<file path="src/rtl/expr_pkg.sv">
// Shared constants for the expression-result unpacker: the 18-field map of the
// 90-bit packed result vector, the FSM state encoding and the signature step.
package expr_pkg;

  localparam int NUM_FIELDS = 18;
  localparam int PACKED_W   = 90;
  localparam int IDX_W      = 5;
  localparam int SIG_MAX_W  = 64;

  // Widths repeat 4/5/6; fields 3..5 of every group of six are two's complement.
  localparam int unsigned FIELD_W [NUM_FIELDS] = '{
    4, 5, 6, 4, 5, 6, 4, 5, 6, 4, 5, 6, 4, 5, 6, 4, 5, 6
  };
  localparam int unsigned FIELD_LSB [NUM_FIELDS] = '{
    86, 81, 75, 71, 66, 60, 56, 51, 45, 41, 36, 30, 26, 21, 15, 11, 6, 0
  };
  localparam bit FIELD_SIGNED [NUM_FIELDS] = '{
    1'b0, 1'b0, 1'b0, 1'b1, 1'b1, 1'b1, 1'b0, 1'b0, 1'b0,
    1'b1, 1'b1, 1'b1, 1'b0, 1'b0, 1'b0, 1'b1, 1'b1, 1'b1
  };

  typedef enum logic [1:0] {
    ST_IDLE  = 2'd0,
    ST_SHIFT = 2'd1,
    ST_DONE  = 2'd2
  } state_e;

  // Rotate the low w bits of sig left by one, then XOR in data.
  function automatic logic [SIG_MAX_W-1:0] rotl_xor(input logic [SIG_MAX_W-1:0] sig,
                                                    input int unsigned          w,
                                                    input logic [SIG_MAX_W-1:0] data);
    logic [SIG_MAX_W-1:0] mask;
    mask = (SIG_MAX_W'(1) << w) - SIG_MAX_W'(1);
    return (((sig << 1) | (sig >> (w - 1))) & mask) ^ data;
  endfunction

endpackage

</file>
<file path="src/rtl/expr_result_unpacker_if.sv">
// Bus bundle between the expression block (master) and the result unpacker (slave).
interface expr_result_unpacker_if
  import expr_pkg::*;
#(
  parameter int OUT_W = 8,
  parameter int SIG_W = 32
);

  logic                in_valid;
  logic                in_ready;
  logic [PACKED_W-1:0] in_y;
  logic                out_valid;
  logic                out_ready;
  logic [IDX_W-1:0]    out_idx;
  logic [OUT_W-1:0]    out_data;
  logic                out_last;
  logic                sig_valid;
  logic [SIG_W-1:0]    sig;
  logic                busy;

  modport slave (
    input  in_valid, in_y, out_ready,
    output in_ready, out_valid, out_idx, out_data, out_last, sig_valid, sig, busy
  );

  modport master (
    output in_valid, in_y, out_ready,
    input  in_ready, out_valid, out_idx, out_data, out_last, sig_valid, sig, busy
  );

endinterface

</file>
<file path="src/rtl/expr_field_extract.sv">
// Combinational field selector: picks field idx out of the packed vector and
// sign- or zero-extends it to OUT_W bits using the constant field tables.
module expr_field_extract
  import expr_pkg::*;
#(
  parameter int OUT_W = 8
) (
  input  logic [PACKED_W-1:0] cap,
  input  logic [IDX_W-1:0]    idx,
  output logic [OUT_W-1:0]    data
);

  int unsigned      lsb;
  int unsigned      w;
  logic             sgn;
  logic [OUT_W-1:0] mask;
  logic [OUT_W-1:0] field;

  always_comb begin
    // NOTE: every variable gets a value before any conditional update, so no latch is inferred.
    lsb = FIELD_LSB[0];
    w   = FIELD_W[0];
    sgn = FIELD_SIGNED[0];
    for (int i = 0; i < NUM_FIELDS; i++) begin
      if (idx == IDX_W'(i)) begin
        lsb = FIELD_LSB[i];
        w   = FIELD_W[i];
        sgn = FIELD_SIGNED[i];
      end
    end
    mask  = (OUT_W'(1) << w) - OUT_W'(1);
    field = OUT_W'(cap >> lsb) & mask;
    // The field's top bit is the single mask bit not covered by mask >> 1.
    if (sgn && |(field & mask & ~(mask >> 1))) field = field | ~mask;
  end

  assign data = field;

endmodule

</file>
<file path="src/rtl/expr_result_unpacker.sv">
// Receive end of the expression-block result bus: captures one packed vector,
// streams its 18 extended fields with their index and folds them into a signature.
module expr_result_unpacker
  import expr_pkg::*;
#(
  parameter int OUT_W = 8,
  parameter int SIG_W = 32
) (
  input  logic                   clk,
  input  logic                   rst,
  expr_result_unpacker_if.slave  bus
);

  localparam logic [1:0]       IDLE     = ST_IDLE;
  localparam logic [1:0]       SHIFT    = ST_SHIFT;
  localparam logic [1:0]       DONE     = ST_DONE;
  localparam logic [IDX_W-1:0] LAST_IDX = IDX_W'(NUM_FIELDS - 1);

  logic [1:0]          state_q, state_d;
  logic [PACKED_W-1:0] cap_q, cap_d;
  logic [IDX_W-1:0]    idx_q, idx_d;
  logic [OUT_W-1:0]    data_q, data_d;
  logic                last_q, last_d;
  logic [SIG_W-1:0]    sig_q, sig_d;
  logic [OUT_W-1:0]    ext_data;

  // Extracting from next-state capture/index registers the beat the cycle it is shown.
  expr_field_extract #(.OUT_W(OUT_W)) u_extract (
    .cap  (cap_d),
    .idx  (idx_d),
    .data (ext_data)
  );

  always_comb begin
    state_d = state_q;
    cap_d   = cap_q;
    idx_d   = idx_q;
    sig_d   = sig_q;
    case (state_q)
      IDLE: begin
        if (bus.in_valid) begin
          cap_d   = bus.in_y;
          idx_d   = '0;
          sig_d   = '0;
          state_d = SHIFT;
        end
      end
      SHIFT: begin
        if (bus.out_ready) begin
          sig_d = SIG_W'(rotl_xor(SIG_MAX_W'(sig_q), SIG_W, SIG_MAX_W'(data_q)));
          if (idx_q == LAST_IDX) state_d = DONE;
          else                   idx_d   = idx_q + IDX_W'(1);
        end
      end
      DONE:    state_d = IDLE;
      default: state_d = IDLE;
    endcase
    data_d = ext_data;
    last_d = (state_d == SHIFT) && (idx_d == LAST_IDX);
  end

  always_ff @(posedge clk or posedge rst) begin
    // NOTE: non-blocking assignments keep every flop updating from pre-edge values.
    if (rst) begin
      state_q <= IDLE;
      cap_q   <= '0;
      idx_q   <= '0;
      data_q  <= '0;
      last_q  <= 1'b0;
      sig_q   <= '0;
    end else begin
      state_q <= state_d;
      cap_q   <= cap_d;
      idx_q   <= idx_d;
      data_q  <= data_d;
      last_q  <= last_d;
      sig_q   <= sig_d;
    end
  end

  assign bus.in_ready  = (state_q == IDLE);
  assign bus.out_valid = (state_q == SHIFT);
  assign bus.out_idx   = idx_q;
  assign bus.out_data  = data_q;
  assign bus.out_last  = last_q;
  assign bus.sig_valid = (state_q == DONE);
  assign bus.sig       = sig_q;
  assign bus.busy      = (state_q != IDLE);

endmodule

</file>
<file path="src/flat_wrapper.sv">
// flat-port wrapper written by rule: the top's interface ports become plain ports
module expr_result_unpacker_flat import expr_pkg::*;
#(
  parameter int OUT_W = 8,
  parameter int SIG_W = 32
)
  (clk, rst, bus_in_valid, bus_in_y, bus_out_ready, bus_in_ready, bus_out_valid, bus_out_idx, bus_out_data, bus_out_last, bus_sig_valid, bus_sig, bus_busy);
  expr_result_unpacker_if #(.OUT_W(OUT_W), .SIG_W(SIG_W)) bus_i ();
  input  logic clk;
  input  logic rst;
  input wire logic [$bits(bus_i.in_valid)-1:0] bus_in_valid;
  input wire logic [$bits(bus_i.in_y)-1:0] bus_in_y;
  input wire logic [$bits(bus_i.out_ready)-1:0] bus_out_ready;
  output wire logic [$bits(bus_i.in_ready)-1:0] bus_in_ready;
  output wire logic [$bits(bus_i.out_valid)-1:0] bus_out_valid;
  output wire logic [$bits(bus_i.out_idx)-1:0] bus_out_idx;
  output wire logic [$bits(bus_i.out_data)-1:0] bus_out_data;
  output wire logic [$bits(bus_i.out_last)-1:0] bus_out_last;
  output wire logic [$bits(bus_i.sig_valid)-1:0] bus_sig_valid;
  output wire logic [$bits(bus_i.sig)-1:0] bus_sig;
  output wire logic [$bits(bus_i.busy)-1:0] bus_busy;
  assign bus_i.in_valid = bus_in_valid;
  assign bus_i.in_y = bus_in_y;
  assign bus_i.out_ready = bus_out_ready;
  assign bus_in_ready = bus_i.in_ready;
  assign bus_out_valid = bus_i.out_valid;
  assign bus_out_idx = bus_i.out_idx;
  assign bus_out_data = bus_i.out_data;
  assign bus_out_last = bus_i.out_last;
  assign bus_sig_valid = bus_i.sig_valid;
  assign bus_sig = bus_i.sig;
  assign bus_busy = bus_i.busy;
  expr_result_unpacker #(.OUT_W(OUT_W), .SIG_W(SIG_W)) u_core (.clk(clk), .rst(rst), .bus(bus_i));
endmodule
</file>
<file path="config.mk">
export PLATFORM = sky130hd
export DESIGN_NAME = expr_result_unpacker_flat
export DESIGN_NICKNAME = d
export VERILOG_FILES = /design/src/rtl/expr_pkg.sv /design/src/rtl/expr_result_unpacker_if.sv /design/src/rtl/expr_field_extract.sv /design/src/rtl/expr_result_unpacker.sv /design/src/flat_wrapper.sv
export SDC_FILE = /design/constraint.sdc
export NUM_CORES = 1
export LEC_CHECK = 0
export BUFFER_PORTS_ARGS = -buffer_cell sky130_fd_sc_hd__buf_4
export CAP_MARGIN = 20
export CORE_MARGIN = 5
export CORE_UTILIZATION = 55
export CTS_CLUSTER_DIAMETER = 60
export DETAILED_ROUTE_END_ITERATION = 6
export GPL_TIMING_DRIVEN = 0
export PLACE_DENSITY = 0.85
export SLEW_MARGIN = 20
export SYNTH_ARGS = -nofsm -noshare
export SYNTH_HDL_FRONTEND = slang
export SYNTH_HIERARCHICAL = 1
export SYNTH_SLANG_ARGS = --single-unit
</file>
<file path="constraint.sdc">
create_clock -name clk -period 5.97 [get_ports clk]
set_input_delay 0.8955 -clock clk [delete_from_list [all_inputs] [get_ports clk]]
set_output_delay 0.8955 -clock clk [all_outputs]
set_load 0.1 [all_outputs]
</file>
==> results.md <==
- Post-DP Area: 11,000 µm²
- Core Area: 17,200 µm²
- Worst setup SP type: flop
- Kind of critical path: reg2reg
- Post-DP HPWL: 28,400 µm
- CP delay by family, top: simple AND/OR/NAND/NOR gates
- P&R area growth vs syn: 20.9%
- Syn_area_per_cell: 7.82 µm²
- Routability Congestion: 1.08
- Crit path cell chain: ha_1, nor4bb_1, nor2_1, o21ai_0, nor2_1, nand2b_1, and3_1, buf_2, buf_6, buf_2, buf_2, nand3_1, a311oi_1, o311ai_0, nand3_1
- Layout cells sized above 1: 0.212
- Async set or reset register ratio after synthesis: 1.00
- ANT cells: 0
- TritonCTS clock tree: built
- Vias/cell: 6.40
- Layout filler cell count: 1,428
- Vias in the first global route: 9,882
- Largest net degree at the start of global routing: 86
- Fin crit period: 5.03 ns
- Final Hold Fails: 0
- First-pass GRT wire length: 58,000 µm
- Unrepaired setup endpoints after global routing: no
- Design area: 11,600 µm²
- Reg2reg setup slack: 0.94 ns
- Part of the cycle the worst path needs: 0.843
- Netlist Area Pre-Place: 9590 µm²
- Post-synthesis register bit count: 138
- Clk sink count: 138
- Hold_buf cts: 0
- Worst reg2reg endpoint: u_core/bus.out_data[1]
- Max Cap Viol: 0
- Distinct cells, synth: 97
- Initial antenna violation count: 0
- Die area: 20,200 µm²
- Combinational family with the most area after synthesis: simple AND/OR/NAND/NOR gates
- Worst Path Arrival: 5.38 ns
- Fmax: 0.199 GHz
- NumNets Final: 1,486
- Slew @ Worst Pin: 1.07 ns
- HP Class: in2async
- Top cells by area, synth: dfrtp_1, nand2_1, mux2i_1
- Crit end category: flop
- WL/cell: 23.5 µm
- Gr usage total: 0.376
- Clk slew on worst S/H paths: 0.07 ns
- Initial DRC count: 1,620
- Critical-path top delay cell: o21ai_0
- H-tree Lvls: 4
- Antenna viol nets, final: 0
- Register area share after synthesis: 0.360
- Most common cell after layout, fill and taps aside: nand2_1
- Row count: 48
- Die height: 142 µm
- Port Buffer Count: 142
- Synth Net Count: 1,322
- RR Startpoint: u_core/bus.out_idx[0]
- Hold slack: 0.460 ns
- Setup TNS: 0 ns
- Post-synthesis mux area share: 0.0670
- Compound-Gate Fraction of Synth Area: 0.171
- Yosys synthesis warning count: 6
- Post-synth EDFFs: 0
- CTS resizes: 0
- CTS Buffer Depth: 2
- Global route overflow: 0
- CTS Buf Count: 17
- Critical Path Most Common Cell: buf_2
- Cell taking the most area after synthesis: dfrtp_1
- Synth Area in Adders: 0.00261
- # DRC: 0
- Vias: 10,400
- Synth Area in XOR/XNOR: 0.0110
- Drt pass-1 iters: 7
- WP buf/inv: 4
- R2R cell count: 15
- CP Max Fanout: 10
- Mapped Cells: 1,226
- Io pins: 144
- Max-slew violations: 0
- Die Wd: 142 µm
- Worst-Skew Late Latency: 0.43 ns
- Setup bufs post-CTS: 0
- Clk_skew: 0.00957 ns
- Root buffer cell: clkbuf_16
- Commonest non-fill, non-tap cells in the layout: nand2_1, buf_4, dfrtp_1
- Outcome: finished clean
- Final setup vio count: 0
- Total Wirelength: 38,200 µm
- Ys flop type: dfrtp_1
- CP max stage delay: 0.81 ns
- Post-Synth Simple-Gate Area: 0.309
- Slew HR: 0.283
- Share of the synthesized area in the top cell type: 0.360
- Starting Density: 0.558
- CP required: 6.32 ns
cell type report:
class,count,area (µm²),share of cell area
multi-input cells,978,5380,0.464
flip-flops and latches,138,3450,0.298
repair buffers,145,1110,0.0959
plain buffers,96,707,0.0610
clock buffers,17,425,0.0367
well taps,225,282,0.0243
clock inverters,15,176,0.0152
inverters,14,60.1,0.00518
cells in the mapped netlist, types with 6 or more instances:
cell / n
nand2_1: 491
and3_1: 20
nand3_1: 52
nand2b_1: 6
a31oi_1: 16
nor2_1: 30
o21ai_1: 24
buf_2: 41
buf_6: 25
o211ai_1: 7
o21ai_0: 30
nor3_1: 15
dfrtp_1: 138
o22ai_1: 6
inv_1: 12
buf_4: 10
nand4_1: 17
o31ai_1: 13
clkbuf_1: 12
a21oi_1: 33
a211oi_1: 15
mux2i_1: 59
a311oi_1: 10
a32oi_1: 6
xnor2_1: 11
stage by stage:
step                       util  std cells  setup slack [ns]
after floorplan               -       1226              1.38
after global placement    0.637       1593            0.0443
after detailed placement  0.640       1596             0.830
after CTS                 0.675       1628              1.17
after global routing      0.675       1628             0.709
final                     0.675       1628             0.940
worst reg2reg max path, stage by stage (launching register included):
cell and delay (ns):
dfrtp_1 0.48, ha_1 0.21, nor4bb_1 0.34, nor2_1 0.15, o21ai_0 0.81, nor2_1 0.39
nand2b_1 0.22, and3_1 0.18, buf_2 0.20, buf_6 0.20, buf_2 0.33, buf_2 0.36
nand3_1 0.14, a311oi_1 0.53, o311ai_0 0.24, nand3_1 0.18
layer usage:
metal | global-route usage | wire length, µm | part of all wire
met4 | 0.183 | 2230 | 0.058
met5 | 0.0144 | 0 | 0
met3 | 0.0931 | 4800 | 0.13
met1 | 0.527 | 15200 | 0.40
met2 | 0.543 | 16000 | 0.42
registers in the layout, indices dropped and copies added (netlist names):
register and flops:
u_core/state_q 2, u_core/bus.sig 32, u_core/bus.out_data 8, u_core/bus.out_last 1, u_core/cap_q 90, u_core/bus.out_idx 5
cell families after synthesis:
| family | Yosys count |
|---|---|
| adders and majority gates | 2 |
| AOI/OAI and AO/OA | 223 |
| xor gates and xnor gates | 12 |
| muxes | 62 |
| buffers and inverters | 110 |
| DFF | 138 |
| and+or+nand+nor | 679 |
how the worst max path moves through the flow:
stage	depth (start not counted)	startpoint	slack [ns]	end
floorplan	1	rst	1.38	u_core/bus.out_data[0]
global placement	2	rst	0.04	u_core/bus.out_idx[0]
detailed placement	16	bus_in_valid	0.83	u_core/bus.out_data[2]
CTS	15	u_core/bus.out_idx[0]	1.17	u_core/bus.out_data[1]
global route	15	u_core/bus.out_idx[0]	0.71	u_core/bus.out_data[1]
finish	15	u_core/bus.out_idx[0]	0.94	u_core/bus.out_data[1]
Power is not shown: default switching activity piles up to over one toggle a cycle in this logic, so the estimate is an artifact.
